$ cat src/rtl/miter_step_pkg.sv
// Shared definitions for the miter step controller: FSM state encoding and
// the default width of the cycle counter, depth and fail_cycle.
package miter_step_pkg;

  localparam int unsigned MITER_STEP_CW = 32;

  typedef enum logic [1:0] {
    IDLE = 2'd0,
    INIT = 2'd1,
    RUN  = 2'd2,
    DONE = 2'd3
  } miter_step_state_e;

endpackage

$ cat src/rtl/miter_fail_capture.sv
// First-fail latch: records the cycle index of the first sampled fail and
// ignores later ones until cleared.
import miter_step_pkg::*;

module miter_fail_capture #(
  parameter int unsigned CW = MITER_STEP_CW
) (
  input  logic          clock,
  input  logic          reset_n,
  input  logic          clear,
  input  logic          sample,
  input  logic          fail,
  input  logic [CW-1:0] cycle,
  output logic          seen,
  output logic [CW-1:0] fail_cycle
);

  // Clear has priority so an aborted or restarted run never inherits a fail.
  always_ff @(posedge clock or negedge reset_n) begin
    if (!reset_n) begin
      seen       <= 1'b0;
      fail_cycle <= '0;
    end else if (clear) begin
      seen       <= 1'b0;
      fail_cycle <= '0;
    end else if (sample && fail && !seen) begin
      seen       <= 1'b1;
      fail_cycle <= cycle;
    end
  end

endmodule

$ cat src/rtl/miter_step_ctrl.sv
// Bounded equivalence-check sequencer: one INIT pulse, then depth miter steps,
// then a held pass/fail result with the first failing cycle.
// Optional build macro: MITER_STEP_STOP_ON_FAIL_EN ends the run at the first
// sampled fail instead of completing all depth steps.
import miter_step_pkg::*;

module miter_step_ctrl #(
  parameter int unsigned CW = MITER_STEP_CW
) (
  input  logic          clock,
  input  logic          reset_n,
  input  logic          start,
  input  logic          abort,
  input  logic [CW-1:0] depth,
  input  logic          fail,
  output logic          init_en,
  output logic          step_en,
  output logic [CW-1:0] cycle,
  output logic          busy,
  output logic          done,
  output logic          pass,
  output logic [CW-1:0] fail_cycle
);

  miter_step_state_e state, state_next;

  logic [CW-1:0] depth_q;
  logic [CW-1:0] depth_m1;
  logic          accept;
  logic          last_step;
  logic          seen;
  logic          in_run;

  assign in_run    = (state == RUN);
  assign accept    = start && !abort && ((state == IDLE) || (state == DONE));
  assign depth_m1  = depth_q - {{(CW-1){1'b0}}, 1'b1};
  assign last_step = (cycle == depth_m1);

  // State register.
  always_ff @(posedge clock or negedge reset_n) begin
    if (!reset_n) state <= IDLE;
    else          state <= state_next;
  end

  // Next-state logic; abort overrides everything, including start.
  always_comb begin
    state_next = state;
    if (abort) begin
      state_next = IDLE;
    end else begin
      case (state)
        IDLE, DONE: if (start) state_next = INIT;
        INIT:       state_next = (depth_q == '0) ? DONE : RUN;
        RUN: begin
`ifdef MITER_STEP_STOP_ON_FAIL_EN
          if (fail || last_step) state_next = DONE;
`else
          if (last_step) state_next = DONE;
`endif
        end
        default:    state_next = IDLE;
      endcase
    end
  end

  // Output decode; pass is only meaningful together with done.
  always_comb begin
    init_en = 1'b0;
    step_en = 1'b0;
    busy    = 1'b0;
    done    = 1'b0;
    pass    = 1'b0;
    case (state)
      INIT: begin
        init_en = 1'b1;
        busy    = 1'b1;
      end
      RUN: begin
        step_en = 1'b1;
        busy    = 1'b1;
      end
      DONE: begin
        done = 1'b1;
        pass = !seen;
      end
      default: ;
    endcase
  end

  // Depth latch: captured only on an accepted start, dropped on abort.
  always_ff @(posedge clock or negedge reset_n) begin
    if (!reset_n)    depth_q <= '0;
    else if (abort)  depth_q <= '0;
    else if (accept) depth_q <= depth;
  end

  // Step counter: advances only while the FSM stays in RUN, so it holds the
  // final (or stopping) step index through DONE and can never wrap.
  always_ff @(posedge clock or negedge reset_n) begin
    if (!reset_n)                           cycle <= '0;
    else if (abort || accept)               cycle <= '0;
    else if (in_run && state_next == RUN)   cycle <= cycle + {{(CW-1){1'b0}}, 1'b1};
  end

  miter_fail_capture #(.CW(CW)) u_fail_capture (
    .clock      (clock),
    .reset_n    (reset_n),
    .clear      (abort || accept),
    .sample     (in_run),
    .fail       (fail),
    .cycle      (cycle),
    .seen       (seen),
    .fail_cycle (fail_cycle)
  );

endmodule

$ cat config.mk
export PLATFORM = sky130hd
export DESIGN_NAME = miter_step_ctrl
export DESIGN_NICKNAME = d
export VERILOG_FILES = /design/src/rtl/miter_step_pkg.sv /design/src/rtl/miter_fail_capture.sv /design/src/rtl/miter_step_ctrl.sv
export SDC_FILE = /design/constraint.sdc
export NUM_CORES = 1
export LEC_CHECK = 0
export CORE_MARGIN = 2
export CORE_UTILIZATION = 53
export DETAILED_ROUTE_END_ITERATION = 8
export PLACE_DENSITY_LB_ADDON = 0.12
export SYNTH_ARGS = -nofsm -noshare
export SYNTH_HDL_FRONTEND = slang
export SYNTH_SLANG_ARGS = --single-unit
$ cat constraint.sdc
create_clock -name clock -period 3.51 [get_ports clock]
set_clock_uncertainty 0.05 [all_clocks]
set_input_delay 0.702 -clock clock [delete_from_list [all_inputs] [get_ports clock]]
set_output_delay 0.702 -clock clock [all_outputs]
set_load 0.1 [all_outputs]
# Yosys cells after proc, flatten, opt, wreduce, memory -nomap -nowiden
# Cells that the tools add are included.
# totals
regBits,99
# classes
mux,18
n_reduce_logical,16
eq_ne,5
addsub,2
# ops
op,n
$mux W32,6
$add A32 B1 Y32 const B,1
$eq A32 B32 Y1,1
$logic_not A32 Y1,1
$sub A32 B1 Y32 const B,1
$mux W1,8
$eq A2 B2 Y1 const B,3
$mux W2,3
$pmux W2 S3,1
$reduce_bool A2 Y1,3
$logic_and A1 B1 Y1,5
$reduce_or A2 Y1,2
$eq A2 B1 Y1 const B,1
$logic_not A1 Y1,2
$logic_not A2 Y1,1
$logic_or A1 B1 Y1,2

# Logic depth before layout (Yosys ltp)
# Gate-level depths: netlist (run 1).
# logic_depth
word_depth,9
ltp_mapped,13
ltp_nobuf,11

# By module
# A second synthesis (run 1) with hierarchy kept.
# hier_totals
cells_unflattened,684
hier_area_um2,6084.6
# modules_own_cells
mod,instances,cells_per_inst,area_per_inst_um2
miter_step_ctrl,1,541,4421.7
miter_fail_capture,1,143,1662.8

# Worst setup path before layout (run 1)
# Ideal clock, no wire load.
# synth_path
path_type,reg-to-output
from,register state[0]
to,output pass
path_stages_with_launch,3
arrival_ns,2.648
required_time_ns,2.758
slack_ns,0.110
path_cell_list,dfrtp_1 > ha_1 > nor2b_1
# synth_between
elab_chain_cells,2
# synth_lines
item,line_no,source
"start, declared",miter_step_ctrl.sv:25,"miter_step_state_e state, state_next;"
"start signal, assigned",miter_step_ctrl.sv:42,else state <= state_next;
$eq A2 B2 Y1,miter_step_ctrl.sv:73,case (state)
$mux W1,miter_step_ctrl.sv:73,
"end, declared",miter_step_ctrl.sv:21,"output logic pass,"
# Every way passes these cells.

# Final worst setup path (run 1)
# layout_path
from,register depth_q[1]
to,register cycle[26]
# layout_between
elab_chain_cells,8
# layout_lines
item,line_no,source
"start, declared",miter_step_ctrl.sv:27,logic [CW-1:0] depth_q;
"start signal, assigned",miter_step_ctrl.sv:94,else if (accept) depth_q <= depth;
$sub A32 B1 Y32,miter_step_ctrl.sv:36,"assign depth_m1 = depth_q - {{(CW-1){1'b0}}, 1'b1};"
$eq A32 B32 Y1,miter_step_ctrl.sv:37,assign last_step = (cycle == depth_m1);
$mux W2,miter_step_ctrl.sv:58,if (last_step) state_next = DONE;
$pmux W2 S3 (*),miter_step_ctrl.sv:51,case (state)
$mux W2 (*),miter_step_ctrl.sv:48,if (abort) begin
$eq A2 B2 Y1 (*),miter_step_ctrl.sv:102,"else if (in_run && state_next == RUN) cycle <= cycle + {{(CW-1){1'b0}}, 1'b1};"
$logic_and A1 B1 Y1 (*),miter_step_ctrl.sv:102,
$reduce_bool A2 Y1 (no line) (*),--,
"end signal, assigned",miter_step_ctrl.sv:102,
"end, declared",miter_step_ctrl.sv:18,"output logic [CW-1:0] cycle,"
# Mark *: on every way between the ends. The rest lies on a longest branch, timed or not.
# A chain may end at the register's enable or synchronous reset.

==> results of run 1 <==
-- worst min path at each step --
stage,end,cells after the start
6_report,cycle[22],1
3_3_place_gp,u_fail_capture.fail_cycle[28],2
5_1_grt,cycle[22],1
2_1_floorplan,cycle[0],0
3_5_place_dp,u_fail_capture.fail_cycle[21],2
4_1_cts,cycle[22],1
-- through the flow --
stage / utilization (%) / TNS (ns) / cell area, um2
4_1_cts: 66.58 / 0 / 7123
6_report: 67.96 / 0 / 7271
2_1_floorplan: - / 0 / 5758
5_1_grt: 67.96 / -0.1518 / 7271
3_5_place_dp: 64.49 / 0 / 6899
3_3_place_gp: 64.49 / 0 / 6899
-- registers in the layout, indices dropped and copies added (netlist names) --
| signal | flops |
|---|---|
| cycle | 32 |
| depth_q | 32 |
| u_fail_capture.fail_cycle | 32 |
| state | 2 |
| u_fail_capture.seen | 1 |
-- what timing repair did --
item / CTS / global route
gates resized for setup: 0 / 10
endpoints found under the setup margin: 0 / 32
buffers inserted: 0 / 7
-- area by class of cell --
| type | instances | area (um2) | area share (%) |
|---|---|---|---|
| multi-input combinational | 521 | 3083 | 42.40 |
| timing repair buffer | 140 | 1270 | 17.47 |
| tap | 140 | 175.2 | 2.409 |
| sequential | 99 | 2477 | 34.07 |
| inverter | 11 | 41.29 | 0.5679 |
| clock buffer | 11 | 141.4 | 1.945 |
| clock inverter | 5 | 82.58 | 1.136 |
-- cell families after synthesis --
family                     after synthesis  share of synthesized area, %
adders and majority gates                5                         1.086
buffers and inverters                   56                         4.237
muxes                                    7                         1.217
xor gates and xnor gates                39                         5.932
DFF                                     99                         43.02
AOI/OAI and AO/OA                      150                         15.88
and+or+nand+nor                        320                         28.62
-- power groups by stage --
stage	combinational [W]	sequential (W)	clock (W)
floorplan	0.00142	0.00136	0
global placement	0.00188	0.00140	0
detailed placement	0.00191	0.00140	0
CTS	0.00191	0.00138	0.000863
global route	0.00228	0.00140	0.000914
finish	0.00212	0.00138	0.000859
-- worst reg2reg max path, stage by stage (launching register included) --
cell	delay, ns
dfrtp_1	0.41
inv_1	0.07
ha_2	0.21
or4b_4	0.52
or3_4	0.39
and3_1	0.19
o21ai_1	0.13
a31oi_1	0.09
nand4_1	0.17
o31ai_4	0.10
buf_6	0.15
clkbuf_16	0.17
or4_1	0.52
a21oi_1	0.16
-- layer usage --
metal  up-vias  GRT usage, %  share of wire, %
li1       2635             -                 -
met1      2695         39.23                44
met2       223         45.19                47
met3        30         4.340               5.9
met4         0         9.982               2.5
met5         -             0                 0
-- cell usage after synthesis (all sizes together) (5+ instances only) --
library cell / count
xor2: 10
and3: 14
o31ai: 15
nor2: 17
or4: 16
buf: 10
ha: 5
inv: 11
nand3: 20
or3: 17
o211ai: 12
o21ai: 20
a21oi: 85
and2: 6
nand4: 23
clkbuf: 35
nand2: 159
xnor2: 29
mux2i: 7
dfrtp: 99
nor4: 10
nor3: 14
==> flow_summary.ini, run 1 <==
[status]
status = finished, final reports clean

[global_routing]
grt_antenna_before_repair = 0
overflow = 0
grt_pass1_wl_um = 25900
grt_max_degree = 60
grt_use_total_pct = 28.27
grt_pass1_vias = 5081

[logic_synthesis]
synth_area_um2 = 5758
ys_ff_latch = 99
synth_top_cell_area_share_pct = 43.02
yosys.area.top_type = dfrtp_1
synth_warnings = 0
synth_cells = 676
syn-num-nets = 718
synth-seq-area-share_pct = 43.02
avgSynthCellArea_um2 = 8.518
synth-edff-count = 0
synthArstFlopShare_pct = 100.0
synth_area_leaders = dfrtp_1 43%, nand2_1 10%, a21oi_1 7.1%
yosysUniqueCellTypes = 59
ys.flop_type = dfrtp_1

[die]
coreArea_um2 = 10700
num_rows = 38
dieArea_um2 = 11710
die_w_um = 108.2
initial_utilization_pct = 53.82
num_io_pins = 106
die_h_um = 108.2

[setup_path]
cp-endpoint = cycle[26]
reg2regPathDepth = 13
crit_family = simple AND/OR/NAND/NOR gates
startpoint_type = flip-flop
crit_path_end_kind = flip-flop
regToRegStartpoint = depth_q[1]
crit_start = depth_q[1]
cp_slowest_cell = or4b_4
critPathBufInv = 3
path_depth = 13
critPathKind = reg -> reg
critical-path-max-stage-delay_ns = 0.52
crit_chain = inv_1 -> ha_2 -> or4b_4 -> or3_4 -> and3_1 -> o21ai_1 -> a31oi_1 -> nand4_1 -> o31ai_4 -> buf_6 -> clkbuf_16 -> or4_1 -> a21oi_1
r2r_end = cycle[26]
cp.arrival_ns = 3.67
path_max_fanout = 15
worstPathRequired_ns = 3.77
rrSetupSlack_ns = 0.10

[cells_and_area]
layout-drive-gt1-share_pct = 15.50
final_cell_mix = 158 x nand2_1, 99 x dfrtp_1, 81 x a21oi_1
final_common_cell = nand2_1
fin_nets = 824
fillers = 878
final-instance-count-excl-fill = 927
num_antenna_cells = 0
synthToLayoutAreaGrowth_pct = 26.27

[detailed_routing]
wire_per_inst_um = 17.85
vias_per_cell = 6.023
drt_first_pass_iters = 5
detail-route-antenna-nets = 0
wl_um = 16550
vias = 5583
drc = 0
drt_iter0_drc = 381

[placed_design]
dpl.cell_count = 902
io_buffers = 105
place.gp.congestion = 0.9437
post-place-ws_ns = 0.08795
hpwlAfterDp_um = 11610

[pwr]
leakage_nw = 3.015
power.ir.vdd_worst_mv = 0.6105
internal_power_w = 0.002462
seqPwrFrac_pct = 31.7
power.density_nw_per_um2 = 600.0
netSwitchingPower_w = 0.001900
switching_share_pct = 43.56
combPwrFrac_pct = 48.6
p_clk_share_pct = 19.7
power_w = 0.004362

[timing]
hold_viol = 0
layout_min_cycle_time_ns = 3.407
fin_crit_sh_pct = 97.08
finalSetupViolCount = 0
slew_viol_final = 0
tightest_slew_ns = 0.9787
relSlewSlack_pct = 34.55
fin_ws_ns = 0.1026
hold_ws_ns = 0.2596
max_freq_mhz = 293.5

[clock_network]
cts_buffer_depth = 2
numCtsBuffers = 9
cts_root_buf = clkbuf_8
cts.clk_slew.worst_paths_ns = 0.10
insertion_delay_ns = 0.39
cts_hold_buf = 0
htree_num_levels = 3
clock_sinks = 99
tritoncts = yes

[job]
cap_violations = 0

[hold_path]
hold_path.class = in -> async
No activity file was read; power rests on OpenSTA's default activity.
==> run 2, diff against run 1 <==
Settings changed: CORE_UTILIZATION 53 to 45.
==> run 2 against run 1 <==
  * Setup slack improved by 0.079 ns
  * Clock power grew 34%
  * Critical path type unchanged
  * Via count is 3.0% lower
  * Final cell count is 3.6% higher
  * Total power up 7.2%
  * Sequential share of layout area down 0.78 points
  * Core utilization is 8.7 points lower
  * Largest power group unchanged
  * Combinational power barely moved
  * Global-route usage is 2.9 points lower
  * First-iteration DRC count is 21% lower
==> flow_summary.ini, run 2 (synthesis results as in run 1) <==
[clock_network]
clock_sinks = 99
tritoncts = yes
insertion_delay_ns = 0.35
cts.clk_slew.worst_paths_ns = 0.07
htree_num_levels = 3
cts_buffer_depth = 2
numCtsBuffers = 9
cts_root_buf = clkbuf_16

[pwr]
leakage_nw = 3.080
switching_share_pct = 40.80
seqPwrFrac_pct = 29.6
combPwrFrac_pct = 45.9
internal_power_w = 0.002768
power.density_nw_per_um2 = 628.1
power_w = 0.004676
netSwitchingPower_w = 0.001908
power.ir.vdd_worst_mv = 0.5416
p_clk_share_pct = 24.5

[placed_design]
placed_area_um2 = 6974
hpwlAfterDp_um = 12210
place.gp.congestion = 0.9077
io_buffers = 105
dpl.cell_count = 940

[global_routing]
grt_use_total_pct = 25.40
grt_pass1_wl_um = 26770
grt_pass1_vias = 5049
grt_antenna_before_repair = 0
overflow = 0
grt_max_degree = 55

[cells_and_area]
fillers = 1148
synthToLayoutAreaGrowth_pct = 29.29
reg_top3 = cycle x32, depth_q x32, u_fail_capture.fail_cycle x32
fin_nets = 826
final_cell_mix = 158 x nand2_1, 98 x dfrtp_1, 82 x a21oi_1
final_area_um2 = 7445
final-seq-area_um2 = 2479
layout-drive-gt1-share_pct = 16.12
post-route-util_pct = 59.23
num_antenna_cells = 0
final-instance-count-excl-fill = 960
multi_input_area_um2 = 3090
final_common_cell = nand2_1

[setup_path]
startpoint_type = flip-flop
crit_path_end_kind = flip-flop
cp.arrival_ns = 3.56
critical-path-max-stage-delay_ns = 0.52
critPathBufInv = 3
critPathKind = reg -> reg
crit_family = simple AND/OR/NAND/NOR gates
cp_slowest_cell = or4b_4
path_max_fanout = 13
worstPathRequired_ns = 3.74
crit_chain = inv_1 -> ha_1 -> or4b_4 -> nor3_4 -> nand2_1 -> nor3_1 -> xnor2_1 -> nand4_1 -> o31ai_4 -> buf_12 -> clkbuf_16 -> or4_1 -> a21oi_1

[detailed_routing]
wl_um = 16840
vias = 5417
drt_first_pass_iters = 5
vias_per_cell = 5.643
drt_iter0_drc = 300
detail-route-antenna-nets = 0
drc = 0
wire_per_inst_um = 17.54

[timing]
tightest_slew_ns = 0.9767
max_freq_mhz = 300.4
finalSetupViolCount = 0
relSlewSlack_pct = 34.68
hold_ws_ns = 0.3341
slew_viol_final = 0
layout_min_cycle_time_ns = 3.329
fin_crit_sh_pct = 94.84
hold_viol = 0

[die]
num_io_pins = 106
die_w_um = 117.1
coreArea_um2 = 12570
num_rows = 41
initial_utilization_pct = 45.81
dieArea_um2 = 13720
die_h_um = 117.1

[job]
cap_violations = 0

[hold_path]
hold_path.class = in -> async

[status]
status = finished, final reports clean
## run 2: cell types whose count changed in the layout (fill, tap and decap cells not counted), moves of 2 or more
cell / change
clkbuf_8: -9
clkbuf_16: +8
buf_4: +5
clkdlybuf4s50_1: -4
inv_6: -2
## run 2: final cells by class
type	count	share of cell area (%)
clock buffer	11	3.261
inverter	11	0.5546
tap	172	2.891
clock inverter	4	1.328
timing repair buffer	142	17.16
multi-input combinational	521	41.51
sequential	99	33.29
## run 2: final timing paths
path / startpoint / end / slack [ns] / cells past startpoint
min in group clock: u_fail_capture.fail_cycle[31] / u_fail_capture.fail_cycle[31] / 0.47 / 2
max: depth_q[1] / cycle[14] / 0.18 / 13
min: reset_n / u_fail_capture.fail_cycle[21] / 0.33 / 1
min reg2reg: u_fail_capture.fail_cycle[31] / u_fail_capture.fail_cycle[31] / 0.47 / 2
max reg2reg: depth_q[1] / cycle[14] / 0.18 / 13
max in group asynchronous: reset_n / depth_q[1] / 2.35 / 2
## run 2: metal layers
layer	track usage (%)	wire (um)	up-vias
met5	0	0	-
met4	7.765	206	0
met3	3.038	707	13
met2	39.88	7974	135
met1	36.94	7952	2653
li1	-	-	2616
## run 2: power groups by stage
stage | Sequential, W | Combinational (W) | Clock [W]
detailed placement | 0.00140 | 0.00198 | 0
global route | 0.00140 | 0.00232 | 0.00121
CTS | 0.00138 | 0.00198 | 0.00117
finish | 0.00138 | 0.00215 | 0.00115
global placement | 0.00139 | 0.00196 | 0
floorplan | 0.00136 | 0.00142 | 0
## run 2: per-stage QoR
stage	setup slack (ns)	TNS [ns]
finish	0.1812	0
global route	-0.01604	-0.02395
detailed placement	0.1431	0
CTS	0.1240	0
global placement	0.2256	0
floorplan	0.1101	0
## run 2: timing repair
item | CTS | global route
setup endpoints to repair | 0 | 32
endpoints found under the hold margin | 0 | 0
setup buffers | 0 | 4
hold buffers | 0 | 0
resized for setup | 0 | 14
==> run 3, diff against run 2 <==
Settings changed: CORE_UTILIZATION 45 to 35.
==> run 3 against run 2 <==
  * Critical path depth unchanged
  * Sequential share of layout area about the same
  * Critical path type unchanged
  * Global-route usage decreased by 5.3 points
  * Sequential power about the same
  * Core utilization decreased by 13 points
  * Worst hold slack got worse by 0.056 ns
  * Largest cell class unchanged
  * Final cell count increased by 4.9%
  * Die area increased by 28%
  * Register-to-register slack got worse by 0.04 ns
  * Total power decreased by 3.3%
  * Flip-flop and latch count unchanged
  * Clock power decreased by 15%
==> flow_summary.ini, run 3 (synthesis results as in run 1) <==
[status]
status = finished, final reports clean

[detailed_routing]
drt_first_pass_iters = 5
detail-route-antenna-nets = 0
wire_per_inst_um = 17.49
vias = 5414
drt_iter0_drc = 434
drc = 0
vias_per_cell = 5.376
wl_um = 17610

[die]
die_w_um = 132.3
num_io_pins = 106
die_h_um = 132.3
initial_utilization_pct = 35.99
dieArea_um2 = 17490
num_rows = 46
coreArea_um2 = 16000

[cells_and_area]
final_cell_mix = 158 x nand2_1, 98 x dfrtp_1, 87 x buf_4
reg_top3 = cycle x32, depth_q x32, u_fail_capture.fail_cycle x32
fin_nets = 828
num_antenna_cells = 0
layout-drive-gt1-share_pct = 17.70
synthToLayoutAreaGrowth_pct = 29.16
final_common_cell = nand2_1
final-instance-count-excl-fill = 1007

[job]
cap_violations = 0

[setup_path]
worstPathRequired_ns = 3.74
cp.arrival_ns = 3.59
startpoint_type = flip-flop
r2r_end = cycle[31]
crit_path_end_kind = flip-flop
reg2regPathDepth = 13
path_max_fanout = 10
regToRegStartpoint = depth_q[1]
rrSetupSlack_ns = 0.14
critPathKind = reg -> reg

[hold_path]
hold_path.class = in -> async

[global_routing]
grt_use_total_pct = 20.06
grt_pass1_wl_um = 27990
grt_max_degree = 56
grt_pass1_vias = 5115
overflow = 0
grt_antenna_before_repair = 0

[placed_design]
dpl.cell_count = 983
post-place-ws_ns = 0.1296
place.gp.congestion = 0.9867
io_buffers = 105
hpwlAfterDp_um = 12890

[pwr]
leakage_nw = 3.080
power.ir.vdd_worst_mv = 0.5131
power.density_nw_per_um2 = 607.9

[timing]
rsz0062_at_grt = true
max_freq_mhz = 297.0
tightest_slew_ns = 0.9822
finalSetupViolCount = 0
relSlewSlack_pct = 34.31
hold_viol = 0
fin_crit_sh_pct = 95.93
fin_ws_ns = 0.1430
layout_min_cycle_time_ns = 3.367
slew_viol_final = 0
tns_ns = 0

[clock_network]
cts_buffer_depth = 2
clock_sinks = 99
cts.clk_slew.worst_paths_ns = 0.08
tritoncts = yes
cts_root_buf = clkbuf_16
numCtsBuffers = 9
htree_num_levels = 3
insertion_delay_ns = 0.36
cts_hold_buf = 0
[run 3: changes by cell type in the layout (fill, tap and decap cells not counted), moves of 2 or more]
| cell | change |
|---|---|
| nor4_2 | -2 |
| clkdlybuf4s50_1 | -7 |
| nor4_1 | +2 |
| inv_6 | +2 |
| bufinv_16 | -3 |
| buf_4 | +9 |
[run 3: worst max-delay path by stage]
stage | startpoint | end | slack (ns)
final | depth_q[1] | cycle[31] | 0.14
after detailed placement | depth_q[1] | cycle[0] | 0.13
after floorplan | state[0] | pass | 0.11
after global placement | depth_q[1] | cycle[0] | 0.24
after global routing | depth_q[1] | cycle[9] | -0.03
after CTS | depth_q[1] | cycle[0] | 0.13
[run 3: routing by layer]
metal / share of wire (%) / wire length (um) / global-route usage (%) / vias up
li1: - / - / - / 2631
met2: 47 / 8239 / 31.45 / 153
met3: 4.9 / 857 / 2.768 / 24
met5: 0 / 0 / 0 / -
met4: 1.9 / 330 / 6.930 / 0
met1: 46 / 8183 / 28.50 / 2606
[run 3: critical path: stages, from the launching register on]
cell and delay [ns]:
dfrtp_2 0.42, inv_2 0.06, ha_2 0.17, or4b_4 0.51
or3_4 0.43, and3_1 0.19, o21ai_1 0.13, a31oi_1 0.09
nand4_1 0.16, o31ai_4 0.11, buf_6 0.15, clkbuf_16 0.15
or4_1 0.50, a21oi_1 0.16
[run 3: layout make-up]
class	instances	area [um2]
Timing Repair Buffer	144	1276
Fill cell	1603	8563
Clock buffer	9	225.2
Multi-Input combinational cell	521	3087
Inverter	11	41.29
Tap cell	216	270.3
Sequential cell	99	2479
Clock inverter	7	58.81
[run 3: power breakdown]
group	leakage, nW	switching (W)	internal [W]
logic	1.58	0.00134	0.000831
registers	1.36	0.000151	0.00123
clock network	0.138	0.000482	0.000493
total	3.08	0.00197	0.00255
[run 3: what timing repair did]
item | in CTS | in global routing
resized for setup | 0 | 17
buffers inserted | 0 | 6
endpoints found under the hold margin | 0 | 0
endpoints found under the setup margin | 0 | 32
[run 3: per-stage QoR]
stage	hold WS [ns]	power [W]	area (um2)	utilization [%]
finish	0.2780	0.004521	7437	46.48
global route	0.3342	0.004792	7437	46.48
CTS	0.3034	0.004374	7288	45.55
detailed placement	0.4644	0.003391	7004	43.78
global placement	0.4586	0.003366	7004	43.78
floorplan	0.3564	0.002776	5758	-
